$ cat src/rtl/slice_addsub_pkg.sv
// Shared types and helpers for the sliced add/subtract unit.
package slice_addsub_pkg;

  typedef enum logic [1:0] {
    IDLE = 2'd0,
    BUSY = 2'd1,
    DONE = 2'd2
  } state_e;

  // Ceiling log2; returns 0 for n <= 1.
  function automatic int unsigned clog2(input int unsigned n);
    int unsigned r;
    r = 0;
    while ((32'd1 << r) < n) r++;
    return r;
  endfunction

endpackage

$ cat src/rtl/slice_addsub_adder.sv
// Combinational W-bit ripple adder made of full-adder cells; one instance serves every slice.
module slice_adder #(
  parameter int unsigned W = 8
) (
  input  logic [W-1:0] a,
  input  logic [W-1:0] b,
  input  logic         cin,
  output logic [W-1:0] sum_c,
  output logic         cout_c
);

  logic [W:0] c;

  assign c[0] = cin;

  for (genvar i = 0; i < W; i++) begin : g_fa
    assign sum_c[i] = a[i] ^ b[i] ^ c[i];
    assign c[i+1]   = (a[i] & b[i]) | (c[i] & (a[i] ^ b[i]));
  end

  assign cout_c = c[W];

endmodule

$ cat src/rtl/slice_addsub.sv
// Multi-cycle add/subtract processing SLICE bits per clock with a registered ripple carry.
// Optional SLICE_ADDSUB_CMP_EN adds lt/ltu compare outputs for SLT/SLTU/branches.
module slice_addsub
  import slice_addsub_pkg::*;
#(
  parameter int unsigned N     = 32,
  parameter int unsigned SLICE = 8
) (
  input  logic         clk,
  input  logic         rst_n,
  input  logic         in_valid,
  output logic         in_ready,
  input  logic [N-1:0] A,
  input  logic [N-1:0] B,
  input  logic         sub,
  output logic         out_valid,
  input  logic         out_ready,
  output logic [N-1:0] sum,
  output logic         cout,
  output logic         ovf,
`ifdef SLICE_ADDSUB_CMP_EN
  output logic         lt,
  output logic         ltu,
`endif
  output logic         zero
);

  localparam int unsigned NS = N / SLICE;
  localparam int unsigned IW = (NS > 1) ? clog2(NS) : 1;

  state_e          state_q, state_d;
  logic [IW-1:0]   idx_q;
  logic            carry_q;
  logic [N-1:0]    a_q;
  logic [N-1:0]    bx_q;
  logic [N-1:0]    sum_q;
  logic            cout_q;
  logic [SLICE-1:0] a_sl, b_sl, s_sl;
  logic            c_sl;
  logic            accept, last, done;

  assign accept = (state_q == IDLE) && in_valid;
  assign last   = (idx_q == IW'(NS - 1));
  assign done   = (state_q == DONE);

  // State register
  always_ff @(posedge clk or negedge rst_n) begin
    if (!rst_n) state_q <= IDLE;
    else        state_q <= state_d;
  end

  // Next-state logic
  always_comb begin
    state_d = state_q;
    case (state_q)
      IDLE:    if (in_valid)  state_d = BUSY;
      BUSY:    if (last)      state_d = DONE;
      DONE:    if (out_ready) state_d = IDLE;
      default: state_d = IDLE;
    endcase
  end

  assign a_sl = a_q[idx_q*SLICE +: SLICE];
  assign b_sl = bx_q[idx_q*SLICE +: SLICE];

  slice_adder #(.W(SLICE)) u_adder (
    .a      (a_sl),
    .b      (b_sl),
    .cin    (carry_q),
    .sum_c  (s_sl),
    .cout_c (c_sl)
  );

  // Operand capture and per-slice accumulation; subtraction is A + ~B + 1.
  always_ff @(posedge clk or negedge rst_n) begin
    if (!rst_n) begin
      idx_q   <= '0;
      carry_q <= 1'b0;
      a_q     <= '0;
      bx_q    <= '0;
      sum_q   <= '0;
      cout_q  <= 1'b0;
    end else if (accept) begin
      idx_q   <= '0;
      carry_q <= sub;
      a_q     <= A;
      bx_q    <= B ^ {N{sub}};
    end else if (state_q == BUSY) begin
      sum_q[idx_q*SLICE +: SLICE] <= s_sl;
      carry_q <= c_sl;
      idx_q   <= IW'(idx_q + 1'b1);
      if (last) cout_q <= c_sl;
    end
  end

  assign in_ready  = (state_q == IDLE);
  assign out_valid = done;
  assign sum       = sum_q;
  assign cout      = cout_q;
  // Flags are gated so they read 0 outside DONE, including under reset.
  assign ovf  = done && (a_q[N-1] == bx_q[N-1]) && (sum_q[N-1] != a_q[N-1]);
  assign zero = done && (sum_q == '0);

`ifdef SLICE_ADDSUB_CMP_EN
  logic sub_q;

  always_ff @(posedge clk or negedge rst_n) begin
    if (!rst_n)      sub_q <= 1'b0;
    else if (accept) sub_q <= sub;
  end

  assign lt  = done && sub_q && (sum_q[N-1] ^ ovf);
  assign ltu = done && sub_q && !cout_q;
`endif

endmodule

$ cat config.mk
export PLATFORM = sky130hd
export DESIGN_NAME = slice_addsub
export DESIGN_NICKNAME = d
export VERILOG_FILES = /design/src/rtl/slice_addsub_pkg.sv /design/src/rtl/slice_addsub_adder.sv /design/src/rtl/slice_addsub.sv
export SDC_FILE = /design/constraint.sdc
export NUM_CORES = 1
export LEC_CHECK = 0
export ABC_AREA = 1
export BUFFER_PORTS_ARGS = -buffer_cell sky130_fd_sc_hd__buf_2
export CAP_MARGIN = 5
export CORE_MARGIN = 3
export CORE_UTILIZATION = 45
export DETAILED_ROUTE_END_ITERATION = 10
export GPL_TIMING_DRIVEN = 0
export PLACE_DENSITY = 0.73
export SYNTH_ARGS = -nofsm -noshare
export SYNTH_HDL_FRONTEND = slang
export SYNTH_SLANG_ARGS = --single-unit
$ cat constraint.sdc
create_clock -name clk -period 8.65 [get_ports clk]
set_input_delay 1.73 -clock clk [delete_from_list [all_inputs] [get_ports clk]]
set_output_delay 1.73 -clock clk [all_outputs]
set_load 0.01 [all_outputs]
**After elaboration in Yosys (flattened, before gate mapping)**

Index checks and enable logic that the tools add are counted.

- Shifts and indexed selects: 4
- Order comparisons: 0
- $mul: 0
- Equality and inequality tests: 8
- Reductions and logical operators: 10
- Add/sub/neg operators: 2
- Bitwise operators: 42
- Divide/modulo/power cells: 0
- Muxes and demuxes: 9

Operator list:

| operator | number |
|---|---|
| indexed part select 32 x 6 -> 8 bit | 2 |
| negation 5 -> 34 bit | 1 |
| variable shift 8 x 34 -> 32 bit, first input constant | 1 |
| indexed part select 8 x 34 -> 32 bit | 1 |
| bitwise mux 32 bit | 1 |
| logical NOT 32 bit | 1 |
| XOR 32 bit | 1 |
| AND 1 bit | 16 |
| XOR 1 bit | 16 |
| two-way mux 2 bit | 5 |
| bitwise OR 1 bit | 8 |
| inequality test 2 bit, second input constant | 3 |
| case mux 2 bit (3 select lines) | 1 |
| AND reduction 3 bit | 2 |
| == test 2 bit, second input constant | 2 |
| logical AND 1 bit | 4 |
| adder 2 x 1 -> 2 bit, second input constant | 1 |
| == test 2 x 1 -> 1 bit, second input constant | 1 |
| logical NOT 2 bit | 1 |
| two-way mux 1 bit | 2 |
| AND reduction 2 bit | 1 |
| nonzero test 2 bit | 1 |
| == test 1 bit | 1 |
| inequality test 1 bit | 1 |
| inverter 1 bit | 1 |

- Bits in read-only memories: 0
- Bits in latches: 0
- Input port bits: 69
- Bits in writable memories: 0
- Register bits after elaboration: 102
- Memories: 0
- Output and inout port bits: 37
- Word-level logic and storage cells: 82

**Longest topological paths before layout**

Gate-level depths: netlist of run 1.

- Word-level depth: 20
- Depth in mapped cells: 16
- Mapped depth without buffers: 15

**Hierarchy**

From an unflattened synthesis of run 1, not the netlist that was laid out.

- Cell total of the unflattened synthesis: 596
- Area, all modules: 5152.4 um^2

By module, submodules not included:

| module | cells each | instances | sequential area each (um^2) | area each (um^2) |
|---|---|---|---|---|
| slice_addsub | 578 | 1 | 2552.4 | 4954.8 |
| slice_adder | 18 | 1 | 0.0 | 197.7 |

**Least setup slack after synthesis of run 1**

Ideal clock, no wire load.

- Path kind: reg-to-reg
- Start: register idx_q[0]
- End: register sum_q[31], in the netlist sum[31]
- Arrival time: 3744 ps
- Clock period less this slack: 3870 ps
- Cell stages (with the launch flop): 16
- Required time: 8524 ps
- Path buffers: 1
- Slack: 4780 ps
- Library setup time: 126 ps
- Path through: dfrtp_1 > inv_1 > clkbuf_1 > o21ai_0 > o22a_1 > fa_1 > fa_1 > fa_1 > fa_1 > inv_1 > fa_1 > fa_1 > fa_1 > fa_1 > nand3_1 > o22ai_1

- Cells in the longest elaborated chain, start to end: 19
- Elaborated cells on any way between the ends: 43
- Those cells by class: add/sub: 1; shift: 4; mux: 1; bitwise: 37

RTL lines:

| element | RTL line | source |
|---|---|---|
| start, declared | slice_addsub.sv:32 | `logic [IW-1:0] idx_q;` |
| start signal, assigned | slice_addsub.sv:91 | `idx_q <= IW'(idx_q + 1'b1);` |
| indexed part select 32 x 6 -> 8 bit, on equally long branches | slice_addsub.sv:63, slice_addsub.sv:64 |  |
| XOR 1 bit | slice_addsub_adder.sv:17, slice_addsub_adder.sv:18 |  |
| AND 1 bit | slice_addsub_adder.sv:18 | `assign c[i+1] = (a[i] & b[i]) \| (c[i] & (a[i] ^ b[i]));` |
| bitwise OR 1 bit | slice_addsub_adder.sv:18 |  |
| AND 1 bit | slice_addsub_adder.sv:18 |  |
| bitwise OR 1 bit | slice_addsub_adder.sv:18 |  |
| AND 1 bit | slice_addsub_adder.sv:18 |  |
| bitwise OR 1 bit | slice_addsub_adder.sv:18 |  |
| [... 3 more ...] | n/a |  |
| bitwise OR 1 bit | slice_addsub_adder.sv:18 |  |
| AND 1 bit | slice_addsub_adder.sv:18 |  |
| bitwise OR 1 bit | slice_addsub_adder.sv:18 |  |
| AND 1 bit | slice_addsub_adder.sv:18 |  |
| bitwise OR 1 bit | slice_addsub_adder.sv:18 |  |
| XOR 1 bit | slice_addsub_adder.sv:17 | `assign sum_c[i] = a[i] ^ b[i] ^ c[i];` |
| indexed part select 8 x 34 -> 32 bit | slice_addsub.sv:89 | `sum_q[idx_q*SLICE +: SLICE] <= s_sl;` |
| bitwise mux 32 bit * | slice_addsub.sv:89 |  |
| end signal, assigned by index | slice_addsub.sv:89 |  |
| end, declared | slice_addsub.sv:36 | `logic [N-1:0] sum_q;` |

Mark *: on every way between the ends. The rest lies on a longest branch, timed or not.
A chain may end at the register's enable or synchronous reset.

**Worst setup path in the final report of run 1**

Ends and elaborated chain as after synthesis.

==> results_dict.tcl, run 1 <==
set metrics [dict create \
    io_buffers 104 \
    crit_start "idx_q[0]$_DFFE_PN0P_" \
    die_y_um 113 \
    die_width_um 113 \
    slew_viol_final 0 \
    synth-seq-area-share_pct 49.9 \
    wire_per_inst_um 15.7 \
    cts_root_buf "clkbuf_16" \
    grt_pass1_vias 4462 \
    critPathMostFrequentCell "fa_1" \
    hold_depth 2 \
    synth_cell_types 31 \
    clock_latency_ns 0.35 \
    max_stage_delay_ns 0.50 \
    ioPinCount 106 \
    status "finished clean" \
    crit_fanout 10 \
    setup_tns_ns 0 \
    synth_seq_cells 102 \
    r2r_setup_slack_ns 4.11 \
    worst_setup_path_start_kind "flop" \
    drt_iter0_markers 291 \
    cp-end-kind "flop" \
    cts_hold_buf 0 \
    rr_endpoint "sum[31]$_DFFE_PN0P_" \
    hold_viol_final 0 \
    dieArea_um2 12700 \
    max_cap_viol_count 0 \
    vias_per_cell 5.21 \
    yosysWarningCount 0 \
    cts-htree-levels 3 \
    cts_tree "built" \
    numCtsBuffers 9 \
    rr_worst_depth 15 \
    synth_area_um2 5120 \
    cts_resized 0 \
    rsz0062_at_grt "false" \
    path_buf_inv 3 \
    grt_pass1_wl_um 21700 \
    syn_avg_cell_area_um2 8.64 \
    cts_sinks 102 \
    min_to "a_q[14]$_DFFE_PN0P_" \
    via_count 4443 \
    p_per_area_nw_per_um2 405 \
    final_net_count 791 \
    setup_viol 0 \
    arrival_ns 4.78 \
    r2r_start "idx_q[0]$_DFFE_PN0P_" \
    crit_type "reg2reg" \
    path_cells "inv_1 > clkbuf_1 > o21ai_0 > o22a_1 > fa_1 > fa_1 > fa_1 > fa_1 > inv_1 > fa_1 > fa_1 > fa_1 > fa_1 > nand3_1 > o22ai_1" \
    crit_family "adder cells" \
    design.core.area_um2 11000 \
    place_hpwl_um 10200 \
    syn_to_final_growth_pct 19.6 \
    drt_first_pass_iters 5 \
    slew_headroom_pct 62.0 \
    skew_ns 0.00859 \
    grt-ovfl-total 0 \
    p_leak_nw 3.12 \
    drive_above_1_share_pct 22.1 \
    clockBufferDepth 2 \
    min_path_type "reg2reg" \
    clkTransAtPathRegs_ns 0.07 \
    worstHoldStart "a_q[14]$_DFFE_PN0P_" \
    crit_slowest_cell "fa_1" \
    min_period_ns 4.54 \
    ant_nets 0 \
    critPathRequiredTime_ns 8.88 \
    syn_nets 675 \
    start_util_pct 46.6 \
    peakVddDrop_uv 199 \
    antenna_found_initial 0 \
    worst-slew-pin-transition_ns 0.571 \
    nFillCells 997 \
    finish.utilization_pct 55.7 \
    fin_crit_sh_pct 52.5 \
    grt_usage_pct 21.3 \
    cts_setup_buffers 0 \
    drcViolationCount 0 \
    finalWirelength_um 13300 \
    grt_max_degree 77 \
    max_freq_ghz 0.220 \
    gp_congestion 0.914 \
    antenna_cells 0 \
    synthCells 592 \
    num_rows 38 \
]
## worst reg2reg max path, cell delays in order (launching register included)
cell      delay [ns]
dfrtp_1         0.45
inv_1           0.15
clkbuf_1        0.39
o21ai_0         0.22
o22a_1          0.23
fa_1            0.42
fa_1            0.40
fa_1            0.41
fa_1            0.37
inv_1           0.07
fa_1            0.17
fa_1            0.20
fa_1            0.21
fa_1            0.50
nand3_1         0.15
o22ai_1         0.09
## where the power goes
group / total (mW) / switching [mW] / internal [mW] / leakage (nW)
Sequential: 0.823 / 0.144 / 0.679 / 1.31
Combinational: 1.27 / 0.828 / 0.447 / 1.69
Clock: 0.383 / 0.179 / 0.203 / 0.128
Total: 2.48 / 1.15 / 1.33 / 3.12
## cells in the final DEF, fill, tap and decap left out, drive strengths merged
cell and n:
o211ai 1, clkinvlp 2, xnor2 32, clkinv 3
nand3 21, inv 32, nand2 162, nor2 56
o21ai 107, a21oi 5, clkbuf 19, nand4 8
o22a 4, dfrtp 102, buf 129, ha 6
fa 8, nor3 1, o22ai 14
## cell families after synthesis
| kind of cell | Yosys count | share of synthesized area (%) |
|---|---|---|
| AO/OA/AOI/OAI | 131 | 13.5 |
| XOR/XNOR | 32 | 5.48 |
| adder cells (fa/ha/maj) | 14 | 4.60 |
| buffers and inverters | 65 | 6.19 |
| flip-flops | 102 | 49.9 |
| AND/OR/NAND/NOR | 248 | 20.3 |
## worst max path at each step
stage                          endpoint  slack, ns  cells after the start
CTS                 sum[15]$_DFFE_PN0P_       4.18                     15
global route        sum[23]$_DFFE_PN0P_       3.95                     15
global placement    sum[23]$_DFFE_PN0P_       4.30                     15
detailed placement  sum[15]$_DFFE_PN0P_       4.19                     15
floorplan           sum[31]$_DFFE_PN0P_       4.78                     15
finish              sum[31]$_DFFE_PN0P_       4.11                     15
## through the flow
stage | instances | setup WS, ns | total power [mW] | cell area (um^2) | hold slack, ns
final | 852 | 4.11 | 2.48 | 6120 | 0.485
after global routing | 852 | 3.95 | 2.67 | 6120 | 0.510
after CTS | 852 | 4.18 | 2.47 | 6120 | 0.486
after detailed placement | 837 | 4.19 | 2.08 | 5840 | 0.468
after global placement | 836 | 4.30 | 2.02 | 5810 | 0.461
after floorplan | 592 | 4.78 | 1.64 | 5120 | 0.444
## sequential cells by signal, summed over array words and instances, names as in the netlist
register / cells
cout: 1
sum: 32
state_q: 2
a_q: 32
bx_q: 32
idx_q: 2
carry_q: 1
## cell usage after synthesis
library cell	number	area (um^2)
buf_6	3	33.8
o21ai_0	96	480
clkbuf_1	5	18.8
ha_1	6	75.1
nand2_4	2	22.5
o22a_1	4	35.0
inv_1	30	113
nor2_1	51	191
o22ai_1	14	87.6
buf_4	7	52.6
clkinv_2	1	5.00
clkbuf_4	1	7.51
buf_1	1	3.75
dfrtp_1	102	2550
nor3_2	1	10.0
o21ai_1	11	55.1
nand2_1	159	597
nor2_2	2	12.5
nand4_1	8	50.1
buf_2	13	65.1
nand3_4	1	17.5
clkbuf_2	2	10.0
inv_2	1	3.75
nand3_1	20	100
a21oi_1	5	25.0
o211ai_1	1	7.51
nor2_4	3	33.8
xnor2_1	32	280
fa_1	8	160
clkinv_1	1	3.75
nand2_2	1	6.26
## final cells by class
class | instances | area [um^2] | share of cell area [%]
clock buffer | 11 | 243 | 3.97
tap | 140 | 175 | 2.86
clock inverter | 4 | 32.5 | 0.532
multi-input combinational | 425 | 2250 | 36.7
timing repair buffer | 105 | 551 | 9.00
sequential | 102 | 2550 | 41.7
inverter | 33 | 125 | 2.05
buffer | 32 | 191 | 3.13
## layer usage
layer	track usage (%)	share of wire (%)	vias up
met3	2.91	6.2	27
li1	-	-	2159
met1	28.5	43	2082
met2	35.1	48	175
met5	0	0	-
met4	8.89	2.4	0
Note: power is estimated with default switching activity, not from simulation.
==> run 2: changes to the inputs <==
--- a/config.mk
+++ b/config.mk
@@ -5,7 +5,7 @@
 export SDC_FILE = /design/constraint.sdc
 export NUM_CORES = 1
 export LEC_CHECK = 0
-export ABC_AREA = 1
+export ABC_AREA = 0
 export BUFFER_PORTS_ARGS = -buffer_cell sky130_fd_sc_hd__buf_2
 export CAP_MARGIN = 5
 export CORE_MARGIN = 3
==> constraint.sdc (replaced) <==
create_clock -name clk -period 4.21 [get_ports clk]
set_input_delay 0.842 -clock clk [delete_from_list [all_inputs] [get_ports clk]]
set_output_delay 0.842 -clock clk [all_outputs]
set_load 0.01 [all_outputs]
==> run 2 against run 1 <==
  * Clock power is 67% higher
  * Worst setup slack worse by 3.9 ns
  * Area after synthesis shrank 5.3%
  * Fmax is 12% higher
  * Register-to-register slack lost 3.9 ns
  * Design area decreased by 5.4%
  * Wire length down 16%
  * Die area down 5.0%
  * Largest power group unchanged
==> results_dict.tcl, run 2 <==
set metrics [dict create \
    status "finished clean" \
    cp-end-kind "flop" \
    synth_area_um2 4840 \
    clkPwrFrac_pct 13.1 \
    synth_top_cell_by_area "dfrtp_1" \
    antenna_cells 0 \
    clock_latency_ns 0.36 \
    grt-ovfl-total 0 \
    num_rows 37 \
    p_per_area_nw_per_um2 841 \
    die_y_um 110 \
    min_period_ns 4.05 \
    drcViolationCount 0 \
    critPathRequiredTime_ns 4.46 \
    via_count 3378 \
    start_util_pct 46.5 \
    slew_viol_final 0 \
    dpl_cell_area_um2 5560 \
    synth.most_common_cell "dfrtp_1" \
    layout_commonest_cell "buf_2" \
    drt_iter0_markers 235 \
    synthTopCellsByCount "dfrtp_1 (102), nor2_1 (37), a21oi_1 (35), mux2_2 (33), xnor2_1 (32)" \
    synth_cell_types 35 \
    r2r_setup_slack_ns 0.16 \
    pwr-share-comb_pct 52.3 \
    nFillCells 897 \
    grt_pass1_vias 3408 \
    skew_ns 0.0140 \
    synthCells 386 \
    setup_viol 0 \
    grt_pass1_wl_um 17400 \
    synthArstFlopShare_pct 100 \
    cts_root_buf "clkbuf_8" \
    ant_nets 0 \
    rr_endpoint "sum[23]$_DFFE_PN0P_" \
    numCtsBuffers 9 \
    vias_per_cell 5.25 \
    worst_setup_path_start_kind "flop" \
    cts-htree-levels 3 \
    multiInputGateArea_um2 2140 \
    mostFrequentLayoutCells "buf_2 (115), dfrtp_1 (101), nor2_1 (37)" \
    ioPinCount 106 \
    p_leak_nw 2.69 \
    antenna_found_initial 0 \
    io_buffers 104 \
    intPower_mw 2.87 \
    synth_top_area_share_pct 52.7 \
    min_path_type "in2async" \
    finalWirelength_um 11200 \
    place_hpwl_um 8610 \
    syn_to_final_growth_pct 19.5 \
    grt_max_degree 74 \
    rr_worst_depth 13 \
    drt_first_pass_iters 4 \
    wire_per_inst_um 17.3 \
    cp-endpoint "sum[23]$_DFFE_PN0P_" \
    synth_edf_count 0 \
    clockBufferDepth 2 \
    cts_tree "built" \
    synthFlopType "dfrtp_1" \
    finish.utilization_pct 55.6 \
    regArea_um2 2550 \
    crit_start "idx_q[0]$_DFFE_PN0P_" \
    final_area_um2 5790 \
    drive_above_1_share_pct 38.8 \
    clkTransAtPathRegs_ns 0.10 \
    finalPower_mw 4.87 \
    power_switching_mw 2.00 \
    synth_seq_cells 102 \
    max_cap_viol_count 0 \
    gp_congestion 0.821 \
    peakVddDrop_uv 399 \
    dieArea_um2 12000 \
    syn_nets 469 \
    arrival_ns 4.30 \
    worst-slew-pin-transition_ns 0.638 \
    max_freq_ghz 0.247 \
    crit_fanout 10 \
    synth_area_leaders "dfrtp_1 (53%), mux2_2 (7.7%), mux4_2 (7.4%), xnor2_1 (5.8%), a21oi_1 (3.6%)" \
    synth-seq-area-share_pct 52.7 \
    r2r_start "idx_q[0]$_DFFE_PN0P_" \
    pwr-share-seq_pct 34.6 \
    hold_viol_final 0 \
    grt_usage_pct 19.3 \
    fin_crit_sh_pct 96.1 \
    final_net_count 586 \
    die_width_um 110 \
    cts_sinks 102 \
    placed_cells 627 \
    syn_avg_cell_area_um2 12.5 \
    slew_headroom_pct 57.5 \
    instances_no_fill 644 \
    crit_type "reg2reg" \
    yosysWarningCount 0 \
    p_sw_share_pct 41.1 \
    design.core.area_um2 10400 \
]
-- run 2: changes by cell type after synthesis, sizes merged, moves of 18 or more --
cell | before | now
a21oi | 5 | 35
inv | 31 | 13
mux2 | 0 | 33
nand2 | 162 | 19
nand3 | 21 | 1
nor2 | 56 | 37
o21ai | 107 | 18
-- run 2: worst max-delay path: stages (launching register included) --
cell and delay [ns]:
dfrtp_2 0.45, buf_8 0.17, mux4_2 0.34, inv_1 0.05, fa_1 0.40, fa_1 0.39, fa_1 0.39, fa_1 0.37
inv_1 0.07, fa_1 0.17, fa_1 0.18, fa_1 0.23, fa_2 0.49, a22o_1 0.22
-- run 2: layout make-up --
cell class / count / area share [%]
multi-input combinational: 251 / 37.0
buffer: 20 / 1.95
clock inverter: 6 / 1.28
sequential: 102 / 44.1
tap: 136 / 2.94
inverter: 13 / 0.843
clock buffer: 10 / 2.20
timing repair buffer: 106 / 9.64
-- run 2: metrics by stage --
| step | setup TNS, ns | worst slack, ns | hold WS, ns |
|---|---|---|---|
| CTS | 0 | 0.0154 | 0.407 |
| global placement | -0.491 | -0.0989 | 0.485 |
| global route | -0.00433 | -0.00433 | 0.409 |
| detailed placement | -0.743 | -0.151 | 0.490 |
| finish | 0 | 0.164 | 0.400 |
| floorplan | 0 | 0.258 | 0.450 |
-- run 2: what timing repair did --
action / in CTS / in global routing
setup buffers: 0 / 1
hold buffers: 0 / 0
gates resized for setup: 2 / 4
setup endpoints to repair: 6 / 6
-- run 2: logic make-up after synthesis --
kind of cell / Yosys count / share of synthesized area, %
AO/OA/AOI/OAI: 71 / 8.71
XOR/XNOR: 32 / 5.79
adder cells (fa/ha/maj): 14 / 4.86
buffers and inverters: 33 / 3.07
flip-flops: 102 / 52.7
multiplexers: 49 / 15.1
AND/OR/NAND/NOR: 85 / 9.76
-- run 2: power groups by stage --
stage,Sequential [mW],Clock (mW),Combinational (mW)
final,1.68,0.638,2.55
after global routing,1.74,0.688,2.83
after CTS,1.69,0.647,2.56
after detailed placement,1.71,0,2.55
after global placement,1.68,0,2.48
after floorplan,1.65,0,1.75
-- run 2: worst min-delay path by stage --
stage	to	slack, ns	cells after the start
floorplan	carry_q$_DFFE_PN0P_	0.45	2
global placement	a_q[18]$_DFFE_PN0P_	0.49	1
global route	sum[8]$_DFFE_PN0P_	0.41	1
CTS	bx_q[10]$_DFFE_PN0P_	0.41	1
finish	sum[8]$_DFFE_PN0P_	0.40	1
detailed placement	a_q[18]$_DFFE_PN0P_	0.49	1
-- run 2: layer usage --
| metal | global-route usage (%) | part of all wire (%) | vias to the layer above | routed length [um] |
|---|---|---|---|---|
| met2 | 32.7 | 50 | 104 | 5600 |
| met5 | 0 | 0 | - | 0 |
| met3 | 3.58 | 5.3 | 6 | 586 |
| met4 | 3.65 | 0.61 | 0 | 68 |
| met1 | 26.2 | 44 | 1676 | 4900 |
| li1 | - | - | 1592 | - |
